--- src/rtl/control_sequencer.sv ---
// Hardwired Moore control sequencer: fetch, decode, then a fixed per-opcode T-step sequence driving datapath strobes.
// Latency: outputs are combinational from state/ir/con_ff; fetch is 3+MEM_WAIT cycles, memory steps last 1+MEM_WAIT cycles.
// Backpressure: none; memory steps are stretched only by the internal wait counter, and clear overrides every state.
module control_sequencer #(
    parameter int unsigned MEM_WAIT = 1,
    parameter logic [4:0]  OP_ADD   = 5'b00011
) (
    input  logic        clock,
    input  logic        clear,
    input  logic [31:0] ir,
    input  logic        con_ff,
    output logic        Gra,
    output logic        Grb,
    output logic        Grc,
    output logic        Rin,
    output logic        Rout,
    output logic        BAout,
    output logic        CON_in,
    output logic        PCin,
    output logic        MDRin,
    output logic        MARin,
    output logic        IRin,
    output logic        Yin,
    output logic        Zlowin,
    output logic        Zhighin,
    output logic        HIin,
    output logic        LOin,
    output logic        Cin,
    output logic        OutPortin,
    output logic        PCout,
    output logic        MDRout,
    output logic        ZLOout,
    output logic        ZHIout,
    output logic        HIout,
    output logic        LOout,
    output logic        Inportout,
    output logic        Cout,
    output logic        IncPC,
    output logic        read,
    output logic        write,
    output logic [4:0]  operation,
    output logic        run,
    output logic [15:0] instr_count
);

    localparam logic [4:0] OPC_LD   = 5'b00000;
    localparam logic [4:0] OPC_LDI  = 5'b00001;
    localparam logic [4:0] OPC_ST   = 5'b00010;
    localparam logic [4:0] OPC_ADD  = 5'b00011;
    localparam logic [4:0] OPC_SUB  = 5'b00100;
    localparam logic [4:0] OPC_AND  = 5'b00101;
    localparam logic [4:0] OPC_OR   = 5'b00110;
    localparam logic [4:0] OPC_ADDI = 5'b01100;
    localparam logic [4:0] OPC_ANDI = 5'b01101;
    localparam logic [4:0] OPC_ORI  = 5'b01110;
    localparam logic [4:0] OPC_BR   = 5'b10010;
    localparam logic [4:0] OPC_JR   = 5'b10011;
    localparam logic [4:0] OPC_IN   = 5'b10110;
    localparam logic [4:0] OPC_OUT  = 5'b10111;
    localparam logic [4:0] OPC_MFHI = 5'b11000;
    localparam logic [4:0] OPC_MFLO = 5'b11001;
    localparam logic [4:0] OPC_HALT = 5'b11011;

    typedef enum logic [3:0] {
        S_RST, S_T0, S_T1, S_T2, S_T3, S_T4, S_T5, S_T6, S_T7, S_HALT
    } state_t;

    state_t      state, next_state;
    logic [2:0]  wait_cnt;
    logic        done;
    logic [4:0]  opcode;
    logic        is_rr, is_imm, is_ldi, is_ld, is_st, is_br;
    logic        unused_ir;

    assign opcode    = ir[31:27];
    assign unused_ir = ^ir[26:0];
    assign is_rr     = opcode inside {OPC_ADD, OPC_SUB, OPC_AND, OPC_OR};
    assign is_imm    = opcode inside {OPC_ADDI, OPC_ANDI, OPC_ORI};
    assign is_ldi    = (opcode == OPC_LDI);
    assign is_ld     = (opcode == OPC_LD);
    assign is_st     = (opcode == OPC_ST);
    assign is_br     = (opcode == OPC_BR);

    // Wait counter reloads on every state change; only memory steps consult it.
    always_ff @(posedge clock) begin
        if (clear) begin
            state       <= S_RST;
            wait_cnt    <= 3'd0;
            instr_count <= 16'd0;
        end else begin
            state <= next_state;
            if (next_state != state)
                wait_cnt <= 3'(MEM_WAIT);
            else if (wait_cnt != 3'd0)
                wait_cnt <= wait_cnt - 3'd1;
            instr_count <= instr_count + {15'd0, done};
        end
    end

    always_comb begin
        {Gra, Grb, Grc, Rin, Rout, BAout, CON_in} = '0;
        {PCin, MDRin, MARin, IRin, Yin, Zlowin, Zhighin, HIin, LOin, Cin, OutPortin} = '0;
        {PCout, MDRout, ZLOout, ZHIout, HIout, LOout, Inportout, Cout} = '0;
        {IncPC, read, write} = '0;
        operation  = 5'd0;
        run        = 1'b1;
        next_state = state;
        done       = 1'b0;

        case (state)
            S_RST: next_state = S_T0;
            S_T0: begin
                {PCout, MARin, IncPC, Zlowin} = '1;
                next_state = S_T1;
            end
            S_T1: begin
                {ZLOout, PCin, read, MDRin} = '1;
                next_state = (wait_cnt == 3'd0) ? S_T2 : S_T1;
            end
            S_T2: begin
                {MDRout, IRin} = '1;
                next_state = S_T3;
            end
            S_T3: begin
                next_state = S_T0;
                if (is_rr || is_imm) begin
                    {Grb, Rout, Yin} = '1;
                    next_state = S_T4;
                end else if (is_ldi || is_ld || is_st) begin
                    {Grb, BAout, Yin} = '1;
                    next_state = S_T4;
                end else begin
                    case (opcode)
                        OPC_BR: begin
                            {Gra, Rout, CON_in} = '1;
                            next_state = S_T4;
                        end
                        OPC_JR:   {Gra, Rout, PCin} = '1;
                        OPC_IN:   {Inportout, Gra, Rin} = '1;
                        OPC_OUT:  {Gra, Rout, OutPortin} = '1;
                        OPC_MFHI: {HIout, Gra, Rin} = '1;
                        OPC_MFLO: {LOout, Gra, Rin} = '1;
                        OPC_HALT: next_state = S_HALT;
                        default:  next_state = S_T0;
                    endcase
                end
            end
            S_T4: begin
                next_state = S_T5;
                if (is_rr) begin
                    {Grc, Rout, Zlowin} = '1;
                    operation = opcode;
                end else if (is_imm) begin
                    {Cout, Zlowin} = '1;
                    case (opcode)
                        OPC_ANDI: operation = OPC_AND;
                        OPC_ORI:  operation = OPC_OR;
                        default:  operation = OPC_ADD;
                    endcase
                end else if (is_ldi || is_ld || is_st) begin
                    {Cout, Zlowin} = '1;
                    operation = OP_ADD;
                end else if (is_br) begin
                    {PCout, Yin} = '1;
                end else begin
                    next_state = S_T0;
                end
            end
            S_T5: begin
                next_state = S_T0;
                if (is_rr || is_imm || is_ldi) begin
                    {ZLOout, Gra, Rin} = '1;
                end else if (is_ld || is_st) begin
                    {ZLOout, MARin} = '1;
                    next_state = S_T6;
                end else if (is_br) begin
                    {Cout, Zlowin} = '1;
                    operation  = OP_ADD;
                    next_state = S_T6;
                end
            end
            S_T6: begin
                next_state = S_T0;
                if (is_ld) begin
                    {read, MDRin} = '1;
                    next_state = (wait_cnt == 3'd0) ? S_T7 : S_T6;
                end else if (is_st) begin
                    // read stays low so MDR takes the bus rather than memory
                    {Gra, Rout, MDRin} = '1;
                    next_state = S_T7;
                end else if (is_br && con_ff) begin
                    {ZLOout, PCin} = '1;
                end
            end
            S_T7: begin
                next_state = S_T0;
                if (is_ld) begin
                    {MDRout, Gra, Rin} = '1;
                end else if (is_st) begin
                    write = 1'b1;
                    next_state = (wait_cnt == 3'd0) ? S_T0 : S_T7;
                end
            end
            S_HALT: begin
                run        = 1'b0;
                next_state = S_HALT;
            end
            default: next_state = S_RST;
        endcase

        done = (next_state == S_T0) && (state != S_RST);
    end

endmodule

--- config.mk ---
export PLATFORM = sky130hd
export DESIGN_NAME = control_sequencer
export DESIGN_NICKNAME = d
export VERILOG_FILES = /design/src/rtl/control_sequencer.sv
export SDC_FILE = /design/constraint.sdc
export NUM_CORES = 1
export LEC_CHECK = 0
export CAP_MARGIN = 20
export CORE_MARGIN = 2
export CORE_UTILIZATION = 42
export CTS_CLUSTER_SIZE = 14
export DETAILED_ROUTE_END_ITERATION = 12
export PLACE_DENSITY_LB_ADDON = 0.1
export SKIP_CTS_REPAIR_TIMING = 1
export SYNTH_ARGS = -nofsm -noshare
export SYNTH_HDL_FRONTEND = slang
export SYNTH_SLANG_ARGS = --single-unit
--- constraint.sdc ---
create_clock -name clock -period 3.6 [get_ports clock]
set_clock_uncertainty 0.15 [all_clocks]
set_input_delay 0.9 -clock clock [delete_from_list [all_inputs] [get_ports clock]]
set_output_delay 0.9 -clock clock [all_outputs]
set_load 0.01 [all_outputs]
==> flow_summary.toml <==
[power]
clkPwrFrac_pct = 23.2
cellPowerDensity_mw_per_mm2 = 230
swShare_pct = 30.9
power_switching_mw = 0.202
p_int_mw = 0.453
p_leak_nw = 1.40
comb_power_share_pct = 33.8
ir_drop_v = 0.000170
pwr-share-seq_pct = 43.0

[detailed_routing]
ant_nets = 0
drt-total-wl_um = 4950
vias = 2011
drt_first_pass_iters = 4
vias_per_cell = 5.26
post_drt_wl_per_cell_um = 13.0
drc = 0
dr.first_iter.drc_count = 109

[floorplan]
die_x_um = 70.0
initial_core_util_pct = 42.9
dieHeight_um = 70.0
fp.coreArea_mm2 = 0.00426
fp.dieArea_mm2 = 0.00490
pin_count = 86
num_rows = 24

[global_routing]
first_global_vias = 1675
antenna_found_initial = 0
grt_pass1_wl_um = 7710
grt_max_degree = 22
grt_usage_pct = 18.4
gr-total-overflow = 0

[cells_and_area]
fin_util_pct = 67.0
diodes = 0
nets = 370
fin_area_mm2 = 0.00286
drive_gt1_share_pct = 25.2
area_delta_synth_final_pct = 56.0

[timing]
hold_viol = 0
setup_viol = 0
max-slew-margin-rel_pct = 48.1
finalCritPeriodShare_pct = 98.0
fin_hold_ws_ps = 379
timing_worst_slew_pin_value_ps = 777
maxSlewViolCount = 0
finalCriticalPeriod_ps = 3530
tns_ps = 0
fmax_mhz = 284

[setup_path]
slowest_delay_ps = 310
cp_slowest_cell = "nor4_2"
r2r-start = "state[1]$_SDFF_PP0_"
cp_max_fo = 7
end_kind = "register"
cp_common_cell = "buf_4"
crit_required_ps = 3570
cp_cell_sequence = "dlymetal6s2s_1, buf_4, a21boi_2, o21ai_0, buf_4, a311o_1, nand4b_1, nor4_2, ha_2, ha_1, and2_1, buf_4, and4_1, xnor2_1, nor2_1"
start_kind = "input pin"
rr_endpoint = "instr_count[6]$_SDFF_PP0_"
path_class = "input pin to register"
crit_arrival_ps = 3500
rrSetupSlack_ps = 400
r2r_cells = 12

[clocking]
h-tree-depth = 1
cts_buffer_depth = 2
cts_tree = "done"
clock_sinks = 23
clk_latency_ps = 260
root_buffer = "clkbuf_8"
path_clk_slew_ps = 80
cts_made_buffers = 3

[synthesis]
synth_edf_count = 0
synthArstFlopShare_pct = 0
ys_seq_area_share_pct = 25.2
yosys_warnings = 0
synthFlopType = "dfxtp_1"
yosys.area_share.simple_pct = 37.7
synth_seq_cells = 23
synth_top_family_by_area = "simple AND/OR/NAND/NOR gates"
syn_area_mm2 = 0.00183
synth_compound_area_share_pct = 17.6
synthXorXnorAreaFrac_pct = 7.66
yosys.area_share.adder_pct = 2.73
syn_avg_cell_area_um2 = 7.56
synth_mux_area_share_pct = 1.16
synth.distinct_cells = 59
synthCells = 242

[placement]
dp.final_hpwl_um = 3610
io_buffers = 51
place_congestion = 0.897
placed_cell_area_mm2 = 0.00266

[status]
status = "finished, final reports clean"

[min_path]
hold_end = "instr_count[15]$_SDFF_PP0_"
min_path_cells = 2
hold_class = "register to register"
hp-start = "instr_count[15]$_SDFF_PP0_"

[job]
cap_violations = 0
==> cell usage in the layout (no fill, tap or decap), drive strengths merged, types with 3 or more instances in the layout <==
cell type,count
buf,49
and3,3
o211ai,3
nor3,10
xnor2,11
clkbuf,5
o31ai,3
inv,9
a31o,3
nor2b,8
dfxtp,23
conb,7
nand2b,9
nand4,3
xor2,5
ha,4
clkdlybuf4s50,29
nand3,8
nor4,7
dlymetal6s2s,19
a21oi,5
o21ai,7
nand4b,3
or2,3
nand2,12
and2,5
nor2,37
or3,3
a31oi,4
==> state kept, by name (all words and copies together) (netlist names) <==
signal / cells
state: 4
instr_count: 16
wait_cnt: 3
==> per-stage QoR <==
| step | cells | worst slack, ps | total power [mW] |
|---|---|---|---|
| after floorplan | 248 | 271 | 0.408 |
| after global placement | 375 | -497 | 0.496 |
| after detailed placement | 375 | -514 | 0.497 |
| after CTS | 379 | -502 | 0.650 |
| after global routing | 382 | -91.1 | 0.695 |
| final | 382 | 72.8 | 0.656 |
==> cells in the mapped netlist (all sizes together), types with 4 or more instances <==
| cell type | instances | area share [%] |
|---|---|---|
| xnor2 | 11 | 5.3 |
| inv | 9 | 1.8 |
| nor3 | 10 | 2.7 |
| nand2b | 9 | 3.1 |
| a31oi | 4 | 1.4 |
| nand3 | 8 | 2.2 |
| nor2b | 8 | 2.7 |
| and2 | 5 | 1.7 |
| dfxtp | 23 | 25 |
| nor4 | 7 | 2.7 |
| nand2 | 12 | 2.5 |
| o21ai | 7 | 1.9 |
| nor2 | 37 | 7.6 |
| clkbuf | 10 | 2.1 |
| xor2 | 5 | 2.4 |
| a21oi | 5 | 1.4 |
| buf | 11 | 4.0 |
| ha | 4 | 2.7 |
==> layout make-up <==
type | count | area, um2
clock buffer | 3 | 41.3
clock inverter | 1 | 5.00
fill | 376 | 1410
inverter | 9 | 33.8
multi-input combinational | 195 | 1340
sequential | 23 | 460
tap | 52 | 65.1
timing repair buffer | 99 | 911
==> power groups by stage <==
| stage | sequential, mW | clock [mW] | combinational [mW] |
|---|---|---|---|
| 4_1_cts | 0.281 | 0.158 | 0.211 |
| 5_1_grt | 0.284 | 0.166 | 0.246 |
| 6_report | 0.282 | 0.152 | 0.222 |
| 3_3_place_gp | 0.287 | 0 | 0.209 |
| 2_1_floorplan | 0.278 | 0 | 0.130 |
| 3_5_place_dp | 0.287 | 0 | 0.210 |
==> routing by layer <==
layer	routed length [um]	share of wire, %	GRT usage, %	vias to the layer above
li1	-	-	-	1031
met1	2240	45	24.5	916
met2	2450	49	32.6	62
met3	245	5.0	1.73	2
met4	16	0.32	3.42	0
met5	0	0	0	-
==> worst max path at each step <==
stage | start | cells after the start | endpoint | slack (ps)
6_report | ir[29] | 15 | instr_count[6]$_SDFF_PP0_ | 70
5_1_grt | ir[29] | 15 | instr_count[6]$_SDFF_PP0_ | -90
4_1_cts | ir[30] | 8 | Gra | -500
3_5_place_dp | ir[29] | 14 | instr_count[6]$_SDFF_PP0_ | -510
3_3_place_gp | ir[29] | 14 | instr_count[6]$_SDFF_PP0_ | -500
2_1_floorplan | ir[27] | 11 | instr_count[6]$_SDFF_PP0_ | 270
==> worst max-delay path: cells and delay by family <==
family          cells  cell delay (ps)
compound gates      3              550
xor+xnor            1              130
fa+ha+maj           2              400
buf+inv             4              630
simple gates        5              880
==> cell families (layout without fill, tap and decap cells) <==
| kind of cell | after synthesis | count (layout) |
|---|---|---|
| AO/OA/AOI/OAI | 42 | 42 |
| multiplexers | 2 | 2 |
| flip-flops | 23 | 23 |
| AND/OR/NAND/NOR | 124 | 124 |
| XOR/XNOR | 16 | 16 |
| other | 1 | 7 |
| buffers and inverters | 30 | 112 |
| adder cells (fa/ha/maj) | 4 | 4 |
No activity file was read; power rests on OpenSTA's default activity.
==> edit, RTL diff (config.mk and constraints unchanged) <==
Encoding of `state_t`: now Gray code (4 bits for 10 states).
--- a/src/rtl/control_sequencer.sv
+++ b/src/rtl/control_sequencer.sv
@@ -64,3 +64,3 @@
     typedef enum logic [3:0] {
-        S_RST, S_T0, S_T1, S_T2, S_T3, S_T4, S_T5, S_T6, S_T7, S_HALT
+        S_RST = 4'b0000, S_T0 = 4'b0001, S_T1 = 4'b0011, S_T2 = 4'b0010, S_T3 = 4'b0110, S_T4 = 4'b0111, S_T5 = 4'b0101, S_T6 = 4'b0100, S_T7 = 4'b1100, S_HALT = 4'b1101
     } state_t;
Function: same outputs for any inputs over 10 cycles, from zero or initial values; not proved beyond that.
==> edit against the original RTL <==
Non-clock buffer count shrank 8. Area after synthesis down 2.1%. Clock power increased by 3%. Design area is 5.8% lower. Sequential cell count is the same. Register-to-register slack got worse by 0.02 ns. Critical path depth shrank 9. Wire length shrank 1.2%. Power grew 5.1%. Setup slack improved by 0.040 ns. Critical path type is now input port to output pin. Largest power group unchanged.
==> edit: results (changes against the original RTL) <==
- NumNets Final: 365 (was 370)
- Sequential area share after synthesis: 25.70% (was 25.15%)
- Buffers on Ports: 51 (unchanged)
- Peak VDD IR: 0.0001909 V (was 0.0001696 V)
- P_leak: 0.001275 µW (was 0.001398 µW)
- Seq pwr: 286 µW (was 282 µW)
- Most instantiated cells after synthesis: nor2_1 (30), nand2_1 (28), dfxtp_1 (23) (was nor2_1 (37), dfxtp_1 (23), nand2_1 (12))
- First-pass GRT wire length: 7935 µm (was 7714 µm)
- Adder-cell share of the synthesized area: 3.352% (was 2.734%)
- Routed wire length: 4886 µm (was 4947 µm)
- Outcome: finished clean (unchanged)
- Most used DFF post-synth: dfxtp_1 (unchanged)
- Fraction of synthesized cell area in xor and xnor cells: 6.844% (was 7.656%)
- Initial antenna violation count: 0 (unchanged)
- Clock buffer depth: 2 (unchanged)
- Layout cells sized above 1: 20.00% (was 25.15%)
- Synth Area in Compound Gates: 16.41% (was 17.57%)
- Mean Syn Cell Area: 7.283 µm² (was 7.564 µm²)
- Area growth, synth to finish: 50.07% (was 55.98%)
- Clk slew on worst S/H paths: 0.08 ns (about the same)
- CTS Buf Count: 3 (unchanged)
- Tot GR Track Use: 19.35% (was 18.42%)
- DP Area: 2557 µm² (was 2656 µm²)
- Vias: 1993 (was 2011)
- Vias in the first global route: 1757 (was 1675)
- Largest net degree at the start of global routing: 24 (was 22)
- Switching Fraction: 32.55% (was 30.88%)
- CP arrival: 2.44 ns (was 3.50 ns)
- HPWL Detailed: 3735 µm (was 3606 µm)
- Netlist cell types: 56 (was 59)
- Filler cells: 371 (was 376)
- FFs w/ async S/R, synth: 0% (unchanged)
- Post-synth EDFFs: 0 (unchanged)
- Final GP Congestion: 0.8584 (was 0.8968)
- ANT nets after route: 0 (unchanged)
- CP max FO: 7 (unchanged)
- Least-Margin Pin Slew: 0.8011 ns (was 0.7766 ns)
- Mux contribution to synthesized area: 0.5587% (was 1.162%)
- Initial drt markers: 136 (was 109)
- Synth area leaders: dfxtp_1 (26%), nor2_1 (6.3%), nand2_1 (5.9%) (was dfxtp_1 (25%), nor2_1 (7.6%), xnor2_1 (5.3%))
- Worst-skew pair later-pin latency: 0.26 ns (about the same)
- Diode count: 0 (unchanged)
- P_comb: 247 µW (was 222 µW)
- CTS Root Buffer Type: clkbuf_8 (unchanged)
- Top Registers: instr_count: 16 flops, state: 4 flops, wait_cnt: 3 flops (unchanged)
- H-tree depth: 1 (unchanged)
- Hold crit path type: flip-flop to flip-flop (unchanged)
- DR pass1 iterations: 4 (unchanged)
- YS warnings: 0 (unchanged)
- Filler-free cell count of the finished design: 375 (was 382)
edit: cell types whose count changed after synthesis, sizes merged, moves of 4 or more:
cell / before / now
nand2: 12 / 28
nand4: 3 / 7
nand2b: 9 / 3
nor2: 37 / 30
xnor2: 11 / 7
a21oi: 5 / 12
edit: metrics by stage:
step | setup TNS (ns) | power [µW] | worst slack [ns] | util (%)
after CTS | -11.53 | 688.6 | -0.5918 | 64.14
after global routing | 0 | 731.8 | 0.003920 | 66.27
after global placement | -16.20 | 529.7 | -0.6536 | 63.03
final | 0 | 688.8 | 0.1131 | 66.27
after detailed placement | -15.12 | 531.7 | -0.5887 | 63.03
after floorplan | 0 | 430.0 | 0.2035 | -
edit: area by class of cell:
| cell class | instances | area [µm²] | share of cell area (%) |
|---|---|---|---|
| flip-flops and latches | 23 | 460.4 | 17.12 |
| multi-input cells | 197 | 1257 | 46.77 |
| repair buffers | 91 | 825.8 | 30.71 |
| clock buffers | 4 | 45.04 | 1.675 |
| well taps | 50 | 62.56 | 2.327 |
| inverters | 10 | 37.54 | 1.396 |
edit: final timing paths:
path                          end  slack [ns]  depth (start not counted)             from
hold reg to reg   instr_count[14]        0.37                          2  instr_count[14]
setup / recovery     operation[2]        0.11                          6           ir[27]
setup reg to reg  instr_count[14]        0.38                         12         state[0]
hold / removal    instr_count[14]        0.37                          2  instr_count[14]
edit: routing by layer:
layer / GRT usage [%] / wire [µm] / vias up
li1: - / - / 1007
met1: 28.36 / 2312 / 925
met2: 30.88 / 2261 / 57
met3: 3.488 / 285 / 4
met4: 1.307 / 26 / 0
met5: 0 / 0 / -
edit: critical path, stage by stage:
cell             delay (ns)
clkbuf_2               0.14
buf_4                  0.18
nand2_1                0.15
nand2_2                0.10
a2111oi_0              0.36
clkdlybuf4s50_1        0.61
